**config.mk**
```make
export PLATFORM = sky130hd
export DESIGN_NAME = host_mmio
export DESIGN_NICKNAME = d
export VERILOG_FILES = /design/src/rtl/host_mmio_pkg.sv /design/src/rtl/host_mmio_byte_fifo.sv /design/src/rtl/host_mmio.sv
export SDC_FILE = /design/constraint.sdc
export NUM_CORES = 1
export LEC_CHECK = 0
export ABC_AREA = 1
export CAP_MARGIN = 25
export CORE_MARGIN = 2
export CORE_UTILIZATION = 35
export DETAILED_ROUTE_END_ITERATION = 10
export PLACE_DENSITY_LB_ADDON = 0.15
export SYNTH_ARGS = -nofsm -noshare
export SYNTH_HDL_FRONTEND = slang
export SYNTH_SLANG_ARGS = --single-unit
```
**constraint.sdc**
```tcl
create_clock -name clk -period 3.44 [get_ports clk]
set_clock_uncertainty 0.05 [all_clocks]
set_input_delay 0.344 -clock clk [delete_from_list [all_inputs] [get_ports clk]]
set_output_delay 0.344 -clock clk [all_outputs]
set_load 0.005 [all_outputs]
```
**src/rtl/host_mmio_pkg.sv**
```systemverilog
// host_mmio_pkg: register offsets, TOHOST pass code and console status layout.
package host_mmio_pkg;
  localparam logic [1:0] OFF_TOHOST = 2'd0;
  localparam logic [1:0] OFF_CONSOLE = 2'd1;
  localparam logic [1:0] OFF_CYCLE = 2'd2;
  localparam logic [31:0] TOHOST_PASS = 32'd1;
  localparam int ST_FULL = 0;
  localparam int ST_EMPTY = 1;
  localparam int ST_OVF = 2;
  localparam int ST_COUNT = 8;
  function automatic logic [31:0] status_word(input logic [7:0] count, input logic ovf, empty, full);
    return (32'(count) << ST_COUNT) | (32'(ovf) << ST_OVF) | (32'(empty) << ST_EMPTY) | (32'(full) << ST_FULL);
  endfunction
endpackage

```
**src/rtl/host_mmio_byte_fifo.sv**
```systemverilog
// byte_fifo: registered byte FIFO; push while full is accepted only alongside a pop.
module byte_fifo #(
  parameter int DEPTH = 16
) (
  input  logic                         clk,
  input  logic                         reset,
  input  logic                         push,
  input  logic [7:0]                   push_data,
  input  logic                         pop,
  output logic [7:0]                   head,
  output logic                         empty,
  output logic                         full,
  output logic [$clog2(DEPTH+1)-1:0]   count
);
  localparam int AW = $clog2(DEPTH);
  localparam int CW = $clog2(DEPTH + 1);
  logic [7:0] mem [DEPTH];
  logic [AW-1:0] rd, wr;
  logic do_pop, do_push;
  assign empty = count == '0;
  assign full = count == CW'(DEPTH);
  assign do_pop = pop && !empty;
  assign do_push = push && (!full || do_pop);
  assign head = empty ? 8'h00 : mem[rd];
  always_ff @(posedge clk) begin
    if (reset) begin
      rd <= '0;
      wr <= '0;
      count <= '0;
    end else begin
      if (do_push) wr <= wr + 1'b1;
      if (do_pop) rd <= rd + 1'b1;
      count <= count + CW'(do_push) - CW'(do_pop);
    end
  end
  always_ff @(posedge clk)
    if (do_push) mem[wr] <= push_data;
endmodule

```
**src/rtl/host_mmio.sv**
```systemverilog
// host_mmio: 16-byte MMIO window with TOHOST exit latch, console FIFO stream and cycle counter.
module host_mmio
  import host_mmio_pkg::*;
#(
  parameter logic [31:0] BASE_ADDR = 32'h0000_1000,
  parameter int FIFO_DEPTH = 16
) (
  input  logic        clk,
  input  logic        reset,
  input  logic        we,
  input  logic [3:0]  wmask,
  input  logic [31:0] addr,
  input  logic [31:0] wdata,
  output logic [31:0] rdata,
  output logic        sel,
  output logic        tx_valid,
  output logic [7:0]  tx_data,
  input  logic        tx_ready,
  output logic        done,
  output logic        pass
);
  localparam int CW = $clog2(FIFO_DEPTH + 1);
  logic [31:0] tohost, cycle;
  logic [CW-1:0] count;
  logic [1:0] off;
  logic ovf, empty, full, push, pop, tohost_we, unused_addr;
  assign sel = addr[31:4] == BASE_ADDR[31:4];
  assign off = addr[3:2];
  assign unused_addr = ^addr[1:0];
  assign push = we && sel && off == OFF_CONSOLE && wmask[0];
  assign tohost_we = we && sel && off == OFF_TOHOST && wmask == 4'hF && wdata != '0 && !done;
  assign tx_valid = !empty;
  assign pop = tx_valid && tx_ready;
  assign done = tohost != '0;
  assign pass = tohost == TOHOST_PASS;
  byte_fifo #(.DEPTH(FIFO_DEPTH)) fifo (
    .clk(clk),
    .reset(reset),
    .push(push),
    .push_data(wdata[7:0]),
    .pop(pop),
    .head(tx_data),
    .empty(empty),
    .full(full),
    .count(count)
  );
  // a full FIFO only drops the byte when nothing leaves in the same cycle
  always_ff @(posedge clk) begin
    if (reset) begin
      tohost <= '0;
      cycle <= '0;
      ovf <= 1'b0;
    end else begin
      if (tohost_we) tohost <= wdata;
      if (push && full && !pop) ovf <= 1'b1;
      cycle <= cycle + 32'd1;
    end
  end
  always_comb
    rdata = !sel ? '0 :
            off == OFF_TOHOST ? tohost :
            off == OFF_CONSOLE ? status_word(8'(count), ovf, empty, full) :
            off == OFF_CYCLE ? cycle : '0;
endmodule

```
==> out/results.ini <==
[outcome]
outcome = finished, final reports clean

[critical_path]
worst_setup_path_end_kind = primary output
crit_type = reg -> out
crit_arrival_ns = 2.83
start_kind = flip-flop
crit_path_max_fanout = 25
crit_required_ns = 3.05
timing.rr.end = fifo.count[4]$_SDFF_PP0_
rr_startpoint = fifo.count[3]$_SDFF_PP0_
reg2reg_depth = 16
r2r_slack_ns = 0.62

[yosys]
synth.yosys.seq_area_share = 0.552
async_flop_share = 0
synthesis.area_mm2 = 0.00994
syn_nets = 1260
synthCells = 1175
ys.warnings.count = 0
avgSynthCellArea_um2 = 8.46
synthFlopType = edfxtp_1
ys_seq_elements = 210
synth_edf_count = 128
ys_types = 37

[floorplan]
core_area_mm2 = 0.0279
start_util = 0.357
ioPinCount = 116
die_w_um = 173
die_h_um = 173
row_count = 61
dieArea_mm2 = 0.0298

[placed_design]
port-buffer-count = 113
dpl.cell_count = 1659
hpwlAfterDp_um = 19700
place.gp.congestion = 0.825

[cells_and_area]
layout-drive-gt1-share = 0.0785
fill_cells = 2758
layout_common_cells = nor2_1 (257), nand2_1 (157), edfxtp_1 (128), inv_1 (120), clkdlybuf4s50_1 (113)
final_common_cell = nor2_1
layout.cells.non_filler = 1702
diodes = 0
syn_to_final_growth_pct = 25.3
finalCoreUtilization = 0.447
fin_nets = 1392

[routing]
drtAntennaViolNets = 0
routedWlPerCell_um = 16.2
drc_errors = 0
drt_iter0_drc = 569
wl_um = 27600
routed_via_density = 4.89
via_count = 8329
firstDrtPassIters = 6

[timing]
finalCriticalPeriod_ns = 3.22
worst_slew_pin_slew_ns = 0.701
rsz0062_at_grt = false
hold_viol_final = 0
fmax_ghz = 0.310
setup_violations = 0
min_period_over_period = 0.936
drv_slew = 0
totalNegativeSetupSlack_ns = 0
maxSlewHeadroom = 0.532

[grt]
grt.total_usage = 0.186
busiest_layer = met2
grt_first_pass_wirelength_um = 44200
gr-total-overflow = 0
met3_usage = 0.0294
met2_usage = 0.328
grt_max_degree = 53
gr-usage-met1 = 0.232
grt_pass1_vias = 8166
antenna_found_initial = 0

[hold_path]
whs_endpoint = ovf$_SDFFE_PP0P_
hp-start = ovf$_SDFFE_PP0P_
hold_path.class = reg -> reg
hold-path-cell-count = 2

[clock_network]
clock-sinks = 210
path_clk_slew_ns = 0.06
ctsHoldBuffers = 0
cts_tree = built
cts_buffer_depth = 3
clock_tree.root_cell = clkbuf_16
numCtsBuffers = 24
htree_num_levels = 1
clkLatencyLatePin_ns = 0.53

[power_and_ir_drop]
leakage_nw = 4.45
ir_drop_v = 0.000261
powerDensity_mw_per_mm2 = 528

[run]
cap_violations = 0

==> final cells by class <==
cell class	instances	area, um^2	area share
Inverter	128	480	0.0386
Timing Repair Buffer	158	1480	0.119
Multi-Input combinational cell	785	3740	0.300
Clock inverter	10	115	0.00924
Tap cell	378	473	0.0380
Sequential cell	210	5490	0.441
Clock buffer	33	674	0.0542
==> sequential cells by signal (all words and copies together) (netlist names), named ones only <==
signal,cells
fifo.mem,128
cycle,32
tohost,32
fifo.count,5
fifo.rd,4
fifo.wr,4
ovf,1
==> kinds of logic after synthesis <==
| kind of cell | Yosys count | synth area share |
|---|---|---|
| xor gates and xnor gates | 5 | 0.00441 |
| and+or+nand+nor | 566 | 0.242 |
| DFF | 210 | 0.552 |
| buffers and inverters | 180 | 0.0716 |
| AOI/OAI and AO/OA | 201 | 0.113 |
| adders and majority gates | 13 | 0.0171 |
==> per-stage QoR <==
stage | total power [mW] | worst slack [ns] | hold slack, ns | area, um^2
3_3_place_gp | 4.09 | 0.293 | 0.406 | 11700
4_1_cts | 6.63 | 0.0846 | 0.420 | 12500
5_1_grt | 6.89 | 0.00852 | 0.443 | 12500
6_report | 6.58 | 0.219 | 0.420 | 12500
2_1_floorplan | 3.52 | 0.940 | 0.386 | 9940
3_5_place_dp | 4.10 | 0.266 | 0.409 | 11700
==> report_power, final <==
group | internal, mW | total (mW) | leakage [nW] | switching (mW)
Sequential | 2.71 | 2.79 | 1.81 | 0.0737
Combinational | 0.522 | 1.25 | 2.24 | 0.727
Clock | 1.52 | 2.54 | 0.394 | 1.02
Total | 4.76 | 6.58 | 4.45 | 1.82
==> worst max-delay path, stage by stage (launching register included) <==
cell and delay (ns):
dfxtp_2 0.46, inv_2 0.26, buf_4 0.30, o21ai_0 0.12, o22ai_1 0.20, nor2_1 0.06
nor2_1 0.09, o21ai_0 0.09, a21oi_1 0.17, clkdlybuf4s50_1 0.52
==> worst max path at each step <==
stage | startpoint | end | cells past startpoint
floorplan | fifo.count[3]$_SDFF_PP0_ | fifo.count[4]$_SDFF_PP0_ | 16
global placement | addr[2] | fifo.count[4]$_SDFF_PP0_ | 14
detailed placement | addr[2] | fifo.count[4]$_SDFF_PP0_ | 14
CTS | flip-flop | tx_data[1] | 6
global route | flip-flop | tx_data[3] | 9
finish | flip-flop | tx_data[3] | 9
==> cells in the mapped netlist, drive strengths merged, types with 16 or more instances <==
| cell | instances | area [um^2] |
|---|---|---|
| nand2 | 158 | 596 |
| nor3 | 21 | 105 |
| dfxtp | 82 | 1640 |
| o22ai | 16 | 100 |
| a21oi | 70 | 350 |
| nor2 | 263 | 1020 |
| o21ai | 87 | 435 |
| inv | 124 | 465 |
| o221ai | 23 | 201 |
| edfxtp | 128 | 3840 |
| nand4 | 22 | 138 |
| clkbuf | 38 | 143 |
| nand3 | 87 | 445 |
==> timing repair <==
action / in CTS / in global routing
buffers inserted: 0 / 0
resized for setup: 0 / 1
setup endpoints to repair: 0 / 1
==> metal layers <==
layer,up-vias,part of all wire
met1,3878,0.43
met2,182,0.50
met5,-,0
met4,0,0.027
li1,4223,-
met3,46,0.046
Power figures use the tool's default switching activity.
